[src/rtl/cdc_fifo_wptr_full.sv]
// Write-side pointer and full/almost-full flag logic for a dual-clock FIFO.
// ADDR_SIZE must be at least 2 so the full comparison can invert the top two Gray bits.
module cdc_fifo_wptr_full #(
    parameter int ADDR_SIZE = 4
) (
    input  logic                 w_clk,
    input  logic                 w_rst_n,
    input  logic                 w_inc,
    input  logic [ADDR_SIZE:0]   w_q2_rptr,
    output logic                 w_almost_full,
    output logic                 w_full,
    output logic [ADDR_SIZE:0]   w_ptr,
    output logic [ADDR_SIZE-1:0] w_addr
);

    localparam int PW = ADDR_SIZE + 1;

    logic [PW-1:0] w_bin_q;
    logic [PW-1:0] w_bin_d;
    logic [PW-1:0] w_gray_q;
    logic [PW-1:0] w_gray_d;
    logic [PW-1:0] bin_nn;
    logic [PW-1:0] gray_nn;
    logic [PW-1:0] full_cmp;
    logic          w_full_q;
    logic          w_full_d;
    logic          w_afull_q;
    logic          w_afull_d;
    logic          w_accept;

    assign w_accept = w_inc & ~w_full_q;
    assign w_bin_d  = w_bin_q + {{(PW-1){1'b0}}, w_accept};
    assign bin_nn   = w_bin_d + {{(PW-1){1'b0}}, 1'b1};

    // Binary-to-Gray for the next pointer and the one after it.
    generate
        for (genvar gi = 0; gi < ADDR_SIZE; gi++) begin : g_gray
            assign w_gray_d[gi] = w_bin_d[gi] ^ w_bin_d[gi+1];
            assign gray_nn[gi]  = bin_nn[gi] ^ bin_nn[gi+1];
        end
    endgenerate
    assign w_gray_d[ADDR_SIZE] = w_bin_d[ADDR_SIZE];
    assign gray_nn[ADDR_SIZE]  = bin_nn[ADDR_SIZE];

    // The write pointer equals this value exactly when it is one lap ahead of the read pointer.
    assign full_cmp = {~w_q2_rptr[ADDR_SIZE:ADDR_SIZE-1], w_q2_rptr[ADDR_SIZE-2:0]};

    always_comb begin
        w_full_d  = 1'b0;
        w_afull_d = 1'b0;
        w_full_d  = (w_gray_d == full_cmp);
        w_afull_d = (gray_nn == full_cmp) & ~w_full_d;
    end

    always_ff @(posedge w_clk or negedge w_rst_n) begin
        if (!w_rst_n) begin
            w_bin_q   <= '0;
            w_gray_q  <= '0;
            w_full_q  <= 1'b0;
            w_afull_q <= 1'b0;
        end else begin
            w_bin_q   <= w_bin_d;
            w_gray_q  <= w_gray_d;
            w_full_q  <= w_full_d;
            w_afull_q <= w_afull_d;
        end
    end

    assign w_ptr         = w_gray_q;
    assign w_addr        = w_bin_q[ADDR_SIZE-1:0];
    assign w_full        = w_full_q;
    assign w_almost_full = w_afull_q;

endmodule

[config.mk]
export PLATFORM = sky130hd
export DESIGN_NAME = cdc_fifo_wptr_full
export DESIGN_NICKNAME = d
export VERILOG_FILES = /design/src/rtl/cdc_fifo_wptr_full.sv
export SDC_FILE = /design/constraint.sdc
export NUM_CORES = 1
export LEC_CHECK = 0
export ABC_AREA = 1
export BUFFER_PORTS_ARGS = -buffer_cell sky130_fd_sc_hd__buf_2
export CAP_MARGIN = 30
export CORE_MARGIN = 4
export CORE_UTILIZATION = 45
export CTS_CLUSTER_SIZE = 14
export DETAILED_ROUTE_END_ITERATION = 8
export PLACE_DENSITY = 0.77
export SETUP_SLACK_MARGIN = 0.15
export SLEW_MARGIN = 20
export SYNTH_ARGS = -nofsm -noshare
export SYNTH_HDL_FRONTEND = slang
export SYNTH_SLANG_ARGS = --single-unit
[constraint.sdc]
create_clock -name w_clk -period 1.9 [get_ports w_clk]
set_input_delay 0.095 -clock w_clk [delete_from_list [all_inputs] [get_ports w_clk]]
set_output_delay 0.095 -clock w_clk [all_outputs]
set_load 0.02 [all_outputs]
# Word level (Yosys, flattened, before mapping)
# Cells that the tools add are included.
[classes]
addsub = 2
eq_ne = 2
n_bitwise = 13
[ops]
columns = ["cell", "count"]
rows = [
  ["equality test 5 bit", 2],
  ["bitwise XOR 1 bit", 8],
  ["adder 5 x 1 -> 5 bit", 1],
  ["adder 5 x 1 -> 5 bit (second input constant)", 1],
  ["bitwise AND 1 bit", 2],
  ["inverter 1 bit", 2],
  ["inverter 2 bit", 1],
]
[totals]
register_bits = 12
elab_cells = 21

# Longest topological paths before layout
[depth]
word_depth = 7
depth_mapped = 16
ltp_nobuf = 16

# Worst setup path after synthesis
# No wires, ideal clock.
[synth_path]
kind = "register to register"
start = "reg w_full_q (netlist: w_full)"
end = "reg w_afull_q (netlist: w_almost_full)"
setup_ps = 114
arrival_ps = 1799
t_required_ps = 1786
slack_ps = -14
path_stages_with_launch = 14
path_buffers = 0
synth_period_minus_slack_ps = 1914
path_cell_list = "dfrtp_1 > nor2_1 > ha_1 > ha_1 > nand2_1 > inv_1 > nor2_1 > nand2_1 > nand2_1 > nand3_1 > nor2_1 > nand3_1 > nand2_1 > nor2_1"
[synth_between]
elab_chain_len = 7
elab_cells_between_ends = 16
[synth_rtl]
columns = ["item", "line", "rtl"]
rows = [
  ["from (decl)", "25", "logic w_full_q;"],
  ["from (signal assigned)", "64", "w_full_q <= w_full_d;"],
  ["inverter 1 bit (*)", "31", "assign w_accept = w_inc & ~w_full_q;"],
  ["bitwise AND 1 bit (*)", "31", ""],
  ["adder 5 x 1 -> 5 bit (*)", "32", "assign w_bin_d = w_bin_q + {{(PW-1){1'b0}}, w_accept};"],
  ["via w_bin_d[1]", "19", "logic [PW-1:0] w_bin_d;"],
  ["adder 5 x 1 -> 5 bit (*)", "33", "assign bin_nn = w_bin_d + {{(PW-1){1'b0}}, 1'b1};"],
  ["via bin_nn[1]", "22", "logic [PW-1:0] bin_nn;"],
  ["bitwise XOR 1 bit", "39", "assign gray_nn[gi] = bin_nn[gi] ^ bin_nn[gi+1];"],
  ["equality test 5 bit (*)", "52", "w_afull_d = (gray_nn == full_cmp) & ~w_full_d;"],
  ["bitwise AND 1 bit (*)", "52", ""],
  ["via w_afull_d", "28", "logic w_afull_d;"],
  ["to (signal assigned)", "65", "w_afull_q <= w_afull_d;"],
  ["to (decl)", "27", "logic w_afull_q;"],
]
# The timed path passes the listed nets; every way through them passes the cells marked *.

# Worst setup path after layout
# Ends and elaborated chain as after synthesis.

==> results.md <==
* Final setup vio count at 0
* Synthesized Nets at between 100 and 150
* Slew HR at 83.21%
* Gr ovfl total at 0
* Crit. End Element: register
* CTS tree: built
* WL/cell at 10.82 um
* Die Ht at 47.57 um
* RSZ-0062 raised after global routing: yes
* PnR worst setup slack at 153.2 ps
* Layout cells sized above 1 at between 30% and 40%
* Port Buffers at 18
* HPWL after DPL at 1268 um
* Synth top area share at between 30% and 40%
* Synth Flop Type: dfrtp_1
* FMAX at 0.5725 GHz
* DIE WIDTH at 47.57 um
* Antenna violations before repair at 0
* Ant diodes at 0
* Row count at 14
* Fin area at 902.1 um2
* Remaining DRCs at 0
* # IOs at 19
* Final setup TNS at 0 ps
* Mapped Avg Cell Area at around 6.8 um2
* Leak pwr at 0.5131 nW
* Register area share after synthesis at 39.08%
* Number of synthesized flops with an enable pin at 0
* 1st-pass router iterations at 4
* Gr usage total at 14.95%
* Critical Path AT at 1910 ps
* Most frequent CP cell: nand2_1
* Core area at between 1000 and 1500 um2
* Syn Inst Count at 103
* CTS root buf: clkbuf_4
* Remaining antenna violation count at 0
* Initial DRC Count at 22
* Startpoint types: register
* Die area at 2262 um2
* Placed Instance Area at 838.3 um2
* Mapped cell area at 704.4 um2
* FILL cells at 145
* Largest net degree at the start of global routing at 12
* Fin crit period at 1747 ps
* DR vias/cell at 4.972
* Clock skew at 6.385 ps
* Post-place setup slack at 73.50 ps
* CP max stage cell: dfrtp_2
* Htree depth at 1
* Vias in the first global route at about 570
* Crit-path max FO at 7
* Post-synth top area cell: dfrtp_1
* Fin. Hold Viols at 0
* Global-route wire length before repair at ~2400 um
* Wirelength, routed at 1558 um
* Nets at 139
* Synth top area cells: dfrtp_1 39%, nand2_1 20%, nand3_1 9.2%, inv_1 7.5%, nand2_2 4.4%
* CP Cell Sequence: nor2_2 -> ha_2 -> ha_4 -> nand2_4 -> inv_2 -> nor2_2 -> nand2_1 -> nand2_1 -> nand3_1 -> nor2_1 -> nand3_1 -> nand2_1 -> nor2_1
* Most frequent cells after synthesis: 38 x nand2_1, 14 x inv_1, 13 x nand3_1
* Clk_lat worst skew at roughly 260 ps
* Most frequent cell after synthesis: nand2_1
* CP peak stage delay at 410 ps
* Distinct cells, synth at 17
* Outcome: complete, no violations
* Slew Limit Fails at 0
* CTS buffer count at 3
* Critical Path RT at 2070 ps
* Min-delay worst type: in2reg
* Pin slew with the least headroom to its limit at 251.9 ps
* Power density over the cells at 2025 nW/um2
* Max VDD drop at 1.064 mV
* Post-synth ARST share at 100.0%
* Yosys warning count at 0
* Initial Utilization at 47.31%
* Worst-path clk slew at 80 ps
* Reported max-cap violation count at 0
* Setup CP Type: reg2reg
* Vias at 716
* Area delta synth->final at 28.06%
* Sink Count at 11
* Yosys reg bits at 11
* Crit share post-route at 91.94%
* Final RePlAce weighted congestion at between 0.8 and 0.9
* Clk buf depth at 2
==> critical path, delay by kind of cell, from the launching register on <==
| family | cells | cell delay [ps] |
|---|---|---|
| and+or+nand+nor | 10 | 780 |
| adders and majority gates | 2 | 440 |
| DFF | 1 | 410 |
| buffers and inverters | 1 | 50 |
==> repair_timing <==
action                                  4_1_cts  5_1_grt
hold buffers                                  1        0
endpoints found under the setup margin        2        2
pin swaps                                     1        1
resized for setup                             5        1
hold endpoints to repair                     11        0
buffers inserted                              1        1
==> flip-flops by register name, summed over array words and instances (netlist names) <==
name	cells
w_almost_full	1
w_bin_q	5
w_ptr	4
w_full	1
==> path summary, 6_finish.rpt <==
path	from	endpoint	slack, ps	cells after the start
worst min register to register	w_bin_q[0]$_DFF_PN0_	w_bin_q[0]$_DFF_PN0_	650	1
worst max-delay path	w_full$_DFF_PN0_	w_almost_full$_DFF_PN0_	150	13
worst max register to register	w_full$_DFF_PN0_	w_almost_full$_DFF_PN0_	150	13
worst min-delay path	w_q2_rptr[3]	w_almost_full$_DFF_PN0_	140	4
min in group asynchronous	w_rst_n	w_bin_q[4]$_DFF_PN0_	230	2
max in group asynchronous	w_rst_n	w_full$_DFF_PN0_	1440	2
==> placed cells by master, fill, tap and decap left out, types with 2 or more instances in the layout <==
cell,n
nand4_1,3
buf_2,18
buf_4,2
dfrtp_1,10
inv_2,3
nand2_2,5
clkbuf_4,3
nand2_1,37
inv_1,13
nor2_1,3
nor2_2,3
nand2_4,2
nand3_1,13
==> report_power, final <==
| group | switching, W | internal [W] | total, W |
|---|---|---|---|
| Sequential | 0.0000793 | 0.000345 | 0.000425 |
| Clock | 0.0000801 | 0.0000810 | 0.000161 |
| Combinational | 0.000781 | 0.000459 | 0.00124 |
| Total | 0.000941 | 0.000886 | 0.00183 |
==> through the flow <==
step | util (%) | cells | hold slack, ps | total power [W]
after detailed placement | 56.30 | 137 | -18.57 | 0.001581
after CTS | 60.08 | 143 | 138.4 | 0.001800
after global placement | 56.30 | 137 | -27.72 | 0.001546
final | 60.59 | 144 | 141.5 | 0.001826
after global routing | 60.59 | 144 | 153.0 | 0.001999
after floorplan | - | 103 | -200.6 | 0.001308
==> kinds of logic after synthesis <==
family	Yosys count	share of synthesized area, %
fa+ha+maj	2	3.552
xor+xnor	1	1.244
compound gates	5	4.263
flops	11	39.08
simple gates	68	43.34
buf+inv	16	8.526
==> cell type report <==
cell class,count,area (um2),area share [%]
tap,16,20.02,2.219
inverter,16,60.06,6.657
multi-input combinational,76,404.1,44.80
timing repair buffer,21,115.1,12.76
sequential,11,276.5,30.65
clock buffer,4,26.28,2.913
==> metal layers <==
| layer | up-vias | wire length [um] | share of wire, % | track usage, % |
|---|---|---|---|---|
| met3 | 2 | 41 | 2.6 | 2.256 |
| met5 | - | 0 | 0 | 0 |
| li1 | 377 | - | - | - |
| met1 | 328 | 728 | 47 | 18.95 |
| met2 | 9 | 769 | 49 | 25.13 |
| met4 | 0 | 19 | 1.2 | 6.452 |
No activity file was read; power rests on OpenSTA's default activity.
